`src/rtl/transmissor_16_pkg.sv`:
```
// transmissor_16_pkg: FSM state codes and bit/frame timing helpers shared by both ends of the 16-bit serial link.
package transmissor_16_pkg;

    typedef enum logic [3:0] {
        INICIAL     = 4'd0,
        ENVIA_ALTO  = 4'd1,
        INTERVALO   = 4'd2,
        ENVIA_BAIXO = 4'd3,
        FIM         = 4'd4
    } estado_t;

    function automatic int bit_ticks(input int clock_hz, input int baud_rate);
        return clock_hz / baud_rate;
    endfunction

    function automatic int frame_bits(input int n_bits, input int parity);
        return n_bits + 2 + parity;
    endfunction

endpackage

```
`src/rtl/transmissor_16_tx_serial_8.sv`:
```
// tx_serial_8: byte-level UART transmitter; start, 8 data bits LSB first, optional even parity, stop.
module tx_serial_8
    import transmissor_16_pkg::*;
#(
    parameter int BAUD_RATE = 115200,
    parameter int CLOCK_HZ  = 50_000_000,
    parameter int N_BITS    = 8,
    parameter int PARITY    = 1
) (
    input  logic       clock,
    input  logic       reset,
    input  logic       partida,
    input  logic [7:0] dado,
    output logic       saida,
    output logic       fim
);

    localparam int T  = bit_ticks(CLOCK_HZ, BAUD_RATE);
    localparam int F  = frame_bits(N_BITS, PARITY);
    localparam int TW = $clog2(T + 1);

    logic          busy_q;
    logic [TW-1:0] tick_q;
    logic [3:0]    bit_q;
    logic [9:0]    frame_q;
    logic          saida_q;
    logic          last_tick;
    logic          last_bit;

    assign last_tick = tick_q == TW'(T - 1);
    assign last_bit  = bit_q == 4'(F - 1);
    assign fim       = busy_q && last_tick && last_bit;
    assign saida     = saida_q;

    // A new byte may start on the same edge the previous stop bit ends, so frames chain with no gap.
    always_ff @(posedge clock or posedge reset) begin
        if (reset) begin
            busy_q  <= 1'b0;
            tick_q  <= '0;
            bit_q   <= '0;
            frame_q <= '1;
            saida_q <= 1'b1;
        end else if (partida && (!busy_q || fim)) begin
            busy_q  <= 1'b1;
            tick_q  <= '0;
            bit_q   <= '0;
            frame_q <= PARITY != 0 ? {1'b1, ^dado, dado} : {2'b11, dado};
            saida_q <= 1'b0;
        end else if (busy_q) begin
            if (!last_tick) begin
                tick_q <= tick_q + 1'b1;
            end else begin
                tick_q  <= '0;
                bit_q   <= last_bit ? '0 : bit_q + 1'b1;
                busy_q  <= !last_bit;
                saida_q <= last_bit ? 1'b1 : frame_q[0];
                frame_q <= {1'b1, frame_q[9:1]};
            end
        end
    end

endmodule

```
`src/rtl/transmissor_16.sv`:
```
// transmissor_16: sends a 16-bit word as two UART frames, high byte first, with an idle gap between them.
module transmissor_16
    import transmissor_16_pkg::*;
#(
    parameter int BAUD_RATE = 115200,
    parameter int CLOCK_HZ  = 50_000_000,
    parameter int N_BITS    = 8,
    parameter int PARITY    = 1,
    parameter int GAP_BITS  = 1
) (
    input  logic        clock,
    input  logic        reset,
    input  logic        enviar,
    input  logic [15:0] data_in,
    output logic        tx_serial,
    output logic        ocupado,
    output logic        pronto,
    output logic [3:0]  db_estado
);

    localparam int GAP_CYC = GAP_BITS * bit_ticks(CLOCK_HZ, BAUD_RATE);

    estado_t     estado_q;
    logic [7:0]  baixo_q;
    logic [15:0] gap_q;
    logic        ocupado_q;
    logic        pronto_q;
    logic        partida;
    logic        fim_byte;
    logic        gap_fim;
    logic [7:0]  byte_sel;

    // The high byte goes straight from data_in into the transmitter on the accept edge; only the low byte is held here.
    assign gap_fim  = gap_q == 16'(GAP_CYC - 1);
    assign byte_sel = estado_q == INICIAL ? data_in[15:8] : baixo_q;

    always_comb begin
        partida = (estado_q == INICIAL && enviar)
               || (estado_q == ENVIA_ALTO && fim_byte && GAP_CYC == 0)
               || (estado_q == INTERVALO && gap_fim);
    end

    tx_serial_8 #(
        .BAUD_RATE(BAUD_RATE),
        .CLOCK_HZ (CLOCK_HZ),
        .N_BITS   (N_BITS),
        .PARITY   (PARITY)
    ) u_tx (
        .clock  (clock),
        .reset  (reset),
        .partida(partida),
        .dado   (byte_sel),
        .saida  (tx_serial),
        .fim    (fim_byte)
    );

    always_ff @(posedge clock or posedge reset) begin
        if (reset) begin
            estado_q  <= INICIAL;
            baixo_q   <= '0;
            gap_q     <= '0;
            ocupado_q <= 1'b0;
            pronto_q  <= 1'b0;
        end else begin
            pronto_q <= 1'b0;
            case (estado_q)
                INICIAL: if (enviar) begin
                    baixo_q   <= data_in[7:0];
                    ocupado_q <= 1'b1;
                    estado_q  <= ENVIA_ALTO;
                end
                ENVIA_ALTO: if (fim_byte) begin
                    gap_q    <= '0;
                    estado_q <= GAP_CYC == 0 ? ENVIA_BAIXO : INTERVALO;
                end
                INTERVALO: begin
                    gap_q <= gap_q + 1'b1;
                    if (gap_fim) estado_q <= ENVIA_BAIXO;
                end
                ENVIA_BAIXO: if (fim_byte) begin
                    pronto_q <= 1'b1;
                    estado_q <= FIM;
                end
                FIM: begin
                    ocupado_q <= 1'b0;
                    estado_q  <= INICIAL;
                end
                default: estado_q <= INICIAL;
            endcase
        end
    end

    assign ocupado   = ocupado_q;
    assign pronto    = pronto_q;
    assign db_estado = estado_q;

endmodule

```
`config.mk`:
```
export PLATFORM = sky130hd
export DESIGN_NAME = transmissor_16
export DESIGN_NICKNAME = d
export VERILOG_FILES = /design/src/rtl/transmissor_16_pkg.sv /design/src/rtl/transmissor_16_tx_serial_8.sv /design/src/rtl/transmissor_16.sv
export SDC_FILE = /design/constraint.sdc
export NUM_CORES = 1
export LEC_CHECK = 0
export CELL_PAD_IN_SITES_DETAIL_PLACEMENT = 1
export CELL_PAD_IN_SITES_GLOBAL_PLACEMENT = 2
export CORE_MARGIN = 4
export CORE_UTILIZATION = 40
export CTS_CLUSTER_DIAMETER = 50
export DETAILED_ROUTE_END_ITERATION = 16
export GPL_TIMING_DRIVEN = 0
export PLACE_DENSITY_LB_ADDON = 0.1
export SLEW_MARGIN = 10
export SYNTH_ARGS = -nofsm -noshare
export SYNTH_HDL_FRONTEND = slang
export SYNTH_SLANG_ARGS = --single-unit
export TNS_END_PERCENT = 50
```
`constraint.sdc`:
```
create_clock -name clock -period 4.05 [get_ports clock]
set_input_delay 0.81 -clock clock [delete_from_list [all_inputs] [get_ports clock]]
set_output_delay 0.81 -clock clock [all_outputs]
set_load 0.02 [all_outputs]
```
==> results.json <==
{
  "stdcell_count": 419,
  "required_ns": 4.25,
  "fin_worst_skew_ns": 0.00837,
  "wl_um": 6720,
  "total_power_mw": 0.941,
  "grt_pass1_wl_um": 11500,
  "wire_per_inst_um": 16.0,
  "final_antenna_net_count": 0,
  "worstHoldPathCells": 2,
  "cts_tree": "yes",
  "slew_violations": 0,
  "place.gp.congestion": 0.791,
  "dp.cells": 411,
  "fin_crit_sh_pct": 73.4,
  "p_seq_share_pct": 58.3,
  "synth_seq_area_share_pct": 46.4,
  "powerDensity_mw_per_mm2": 281,
  "synthAdderAreaFrac_pct": 2.60,
  "yosysTopAreaCellShare_pct": 37.3,
  "synth.top_cells.by_count": "43 x dfrtp_1, 30 x o21ai_1, 20 x nand3_1, 19 x nand2_1, 18 x o21ai_0",
  "yosysMostFrequentCell": "dfrtp_1",
  "fill_cells": 793,
  "yosys.area_share.simple_pct": 17.6,
  "io_buffer_count": 24,
  "cts.reportedPaths.clkPinSlew_ns": 0.10,
  "end_kind": "flip-flop",
  "holdWs_ns": 0.478,
  "cp-startpoint": "enviar",
  "crit_slowest_cell": "clkdlybuf4s50_1",
  "finalSetupTns_ns": 0,
  "clockPowerShare_pct": 31.1,
  "synth_cells": 290,
  "power.switching_fraction_pct": 23.4,
  "setup.worst_path.class": "in2reg",
  "grt_pass1_vias": 2308,
  "fin_nets": 347,
  "synth_top_family_by_area": "simple AND/OR/NAND/NOR gates",
  "die_width_um": 92.9,
  "hold_violations": 0,
  "hp-class": "reg2reg",
  "grt_max_degree": 35,
  "cts.sinks": 53,
  "hold_buffers": 0,
  "hp-start": "u_tx.saida",
  "pwr-share-comb_pct": 10.6,
  "crit_chain": "clkdlybuf4s50_1 > or4b_1 > buf_2 > a22oi_1 > o211ai_1 > clkbuf_1 > a32o_1",
  "core_mm2": 0.00691,
  "multi_input_area_mm2": 0.00146,
  "synth_edf_count": 0,
  "fin_crit_ns": 2.97,
  "setup_viol": 0,
  "route.vias.total": 2273,
  "maxCapViolations": 0,
  "drt_iter0_markers": 89,
  "reg2reg_depth": 7,
  "final_layout_size_suffix_gt1_share_pct": 13.0,
  "fmaxAchievable_ghz": 0.336,
  "max_stage_delay_ns": 0.53,
  "worstPathArrival_ns": 3.17,
  "outcome": "complete, no violations",
  "ys.flop_type": "dfrtp_1",
  "area_growth_pct": 16.0,
  "cts_buffer_depth": 2,
  "synthXorXnorAreaFrac_pct": 5.16,
  "worst_setup_path_start_kind": "input port",
  "root_buffer": "clkbuf_8",
  "h-tree-depth": 2,
  "synth_area_leaders": "dfrtp_1 37%, dfstp_2 9.1%, mux2_2 6.2%",
  "cts-buffers-inserted": 5,
  "muxShareOfSynthArea_pct": 10.4,
  "ios": 26,
  "p_int_mw": 0.721,
  "num_antenna_cells": 0,
  "synth.distinct_cells": 50,
  "grt_usage_pct": 16.6,
  "ir_worst_vdd_v": 0.000184,
  "ys_async_sr_fraction_pct": 100,
  "dieArea_mm2": 0.00863,
  "rrSetupSlack_ns": 1.29,
  "critPathMaxFanout": 10,
  "max_slew.worst_pin.slew_ns": 0.833,
  "initial_core_util_pct": 41.8,
  "via_per_inst": 5.42,
  "r2r_start": "u_tx.tick_q[1]",
  "post-cts-setup-buffers": 0,
  "final_core_util_pct": 48.4,
  "pre_cts_slack_ns": 0.773,
  "mappedNetlistArea_mm2": 0.00288,
  "slew_headroom_pct": 43.9,
  "globalRoute.totalOverflow": 0,
  "rows": 30,
  "rsz0062_at_grt": "no",
  "ys_warn_count": 0,
  "clock_latency_ns": 0.30,
  "yosys.area.top_type": "dfrtp_1",
  "synth_compound_area_share_pct": 14.7,
  "dr.pass1.iters": 4,
  "fin_ws_ns": 1.08,
  "place_area_mm2": 0.00326,
  "fin_area_mm2": 0.00335,
  "syn_area_per_cell_um2": 9.94,
  "register_area_mm2": 0.00134,
  "post_cts_resized": 0,
  "fp.dieH_um": 92.9,
  "hpwl_um": 4860,
  "p_leak_nw": 1.34,
  "synth_nets": 315,
  "p_sw_mw": 0.220,
  "remaining_drc_errors": 0,
  "antenna_found_initial": 0,
  "ys_ff_latch": 53
}
-- power groups by stage --
stage / clock network [mW] / registers (mW) / logic, mW
2_1_floorplan: 0 / 0.558 / 0.0650
3_3_place_gp: 0 / 0.558 / 0.0968
3_5_place_dp: 0 / 0.559 / 0.102
4_1_cts: 0.305 / 0.549 / 0.102
5_1_grt: 0.326 / 0.550 / 0.110
6_report: 0.293 / 0.549 / 0.0995
-- worst max-delay path: cells and delay by family --
| family | cells | cell delay (ns) |
|---|---|---|
| and+or+nand+nor | 1 | 0.45 |
| buffers and inverters | 3 | 1.13 |
| AOI/OAI and AO/OA | 3 | 0.76 |
-- cells by family after synthesis --
kind of cell	Yosys count
AOI/OAI and AO/OA	74
and+or+nand+nor	90
muxes	28
adders and majority gates	6
buffers and inverters	21
other	1
xor gates and xnor gates	17
DFF	53
-- worst paths after layout --
path / end
worst min-delay path: u_tx.saida
min in group asynchronous: gap_q[1]
worst max register to register: u_tx.bit_q[3]
max in group asynchronous: u_tx.frame_q[0]
worst min register to register: u_tx.saida
worst max-delay path: u_tx.bit_q[3]
-- routing by layer --
layer  wire length [µm]  vias up  global-route usage [%]
li1                   -     1117                       -
met1               3400     1125                    24.1
met2               3090       24                    26.0
met3                166        7                    2.52
met4                 60        0                    3.66
met5                  0        -                       0
-- layout make-up --
type / instances / area share, %
Buffer: 13 / 1.68
Clock buffer: 7 / 2.28
Clock inverter: 1 / 0.150
Inverter: 8 / 0.898
Multi-Input combinational cell: 216 / 43.6
Sequential cell: 53 / 40.0
Tap cell: 96 / 3.59
Timing Repair Buffer: 25 / 7.78
-- sequential cells by signal (all words and copies together) (netlist names) --
register,cells
ocupado,1
u_tx.saida,1
u_tx.tick_q,9
u_tx.frame_q,9
u_tx.busy_q,1
gap_q,16
baixo_q,8
u_tx.bit_q,4
db_estado,3
pronto,1
-- cell usage in the layout (no fill, tap or decap), drive strengths merged, types with 4 or more instances in the layout --
master,n
o21ai,48
dfrtp,43
clkdlybuf4s50,24
nand3,20
nand2,19
mux2,16
clkbuf,16
xnor2,14
nor2,13
mux2i,12
dfstp,10
a21oi,9
inv,8
ha,6
nand4,5
buf,5
nor3,4
nor4,4
(Power assumes the default switching activity.)
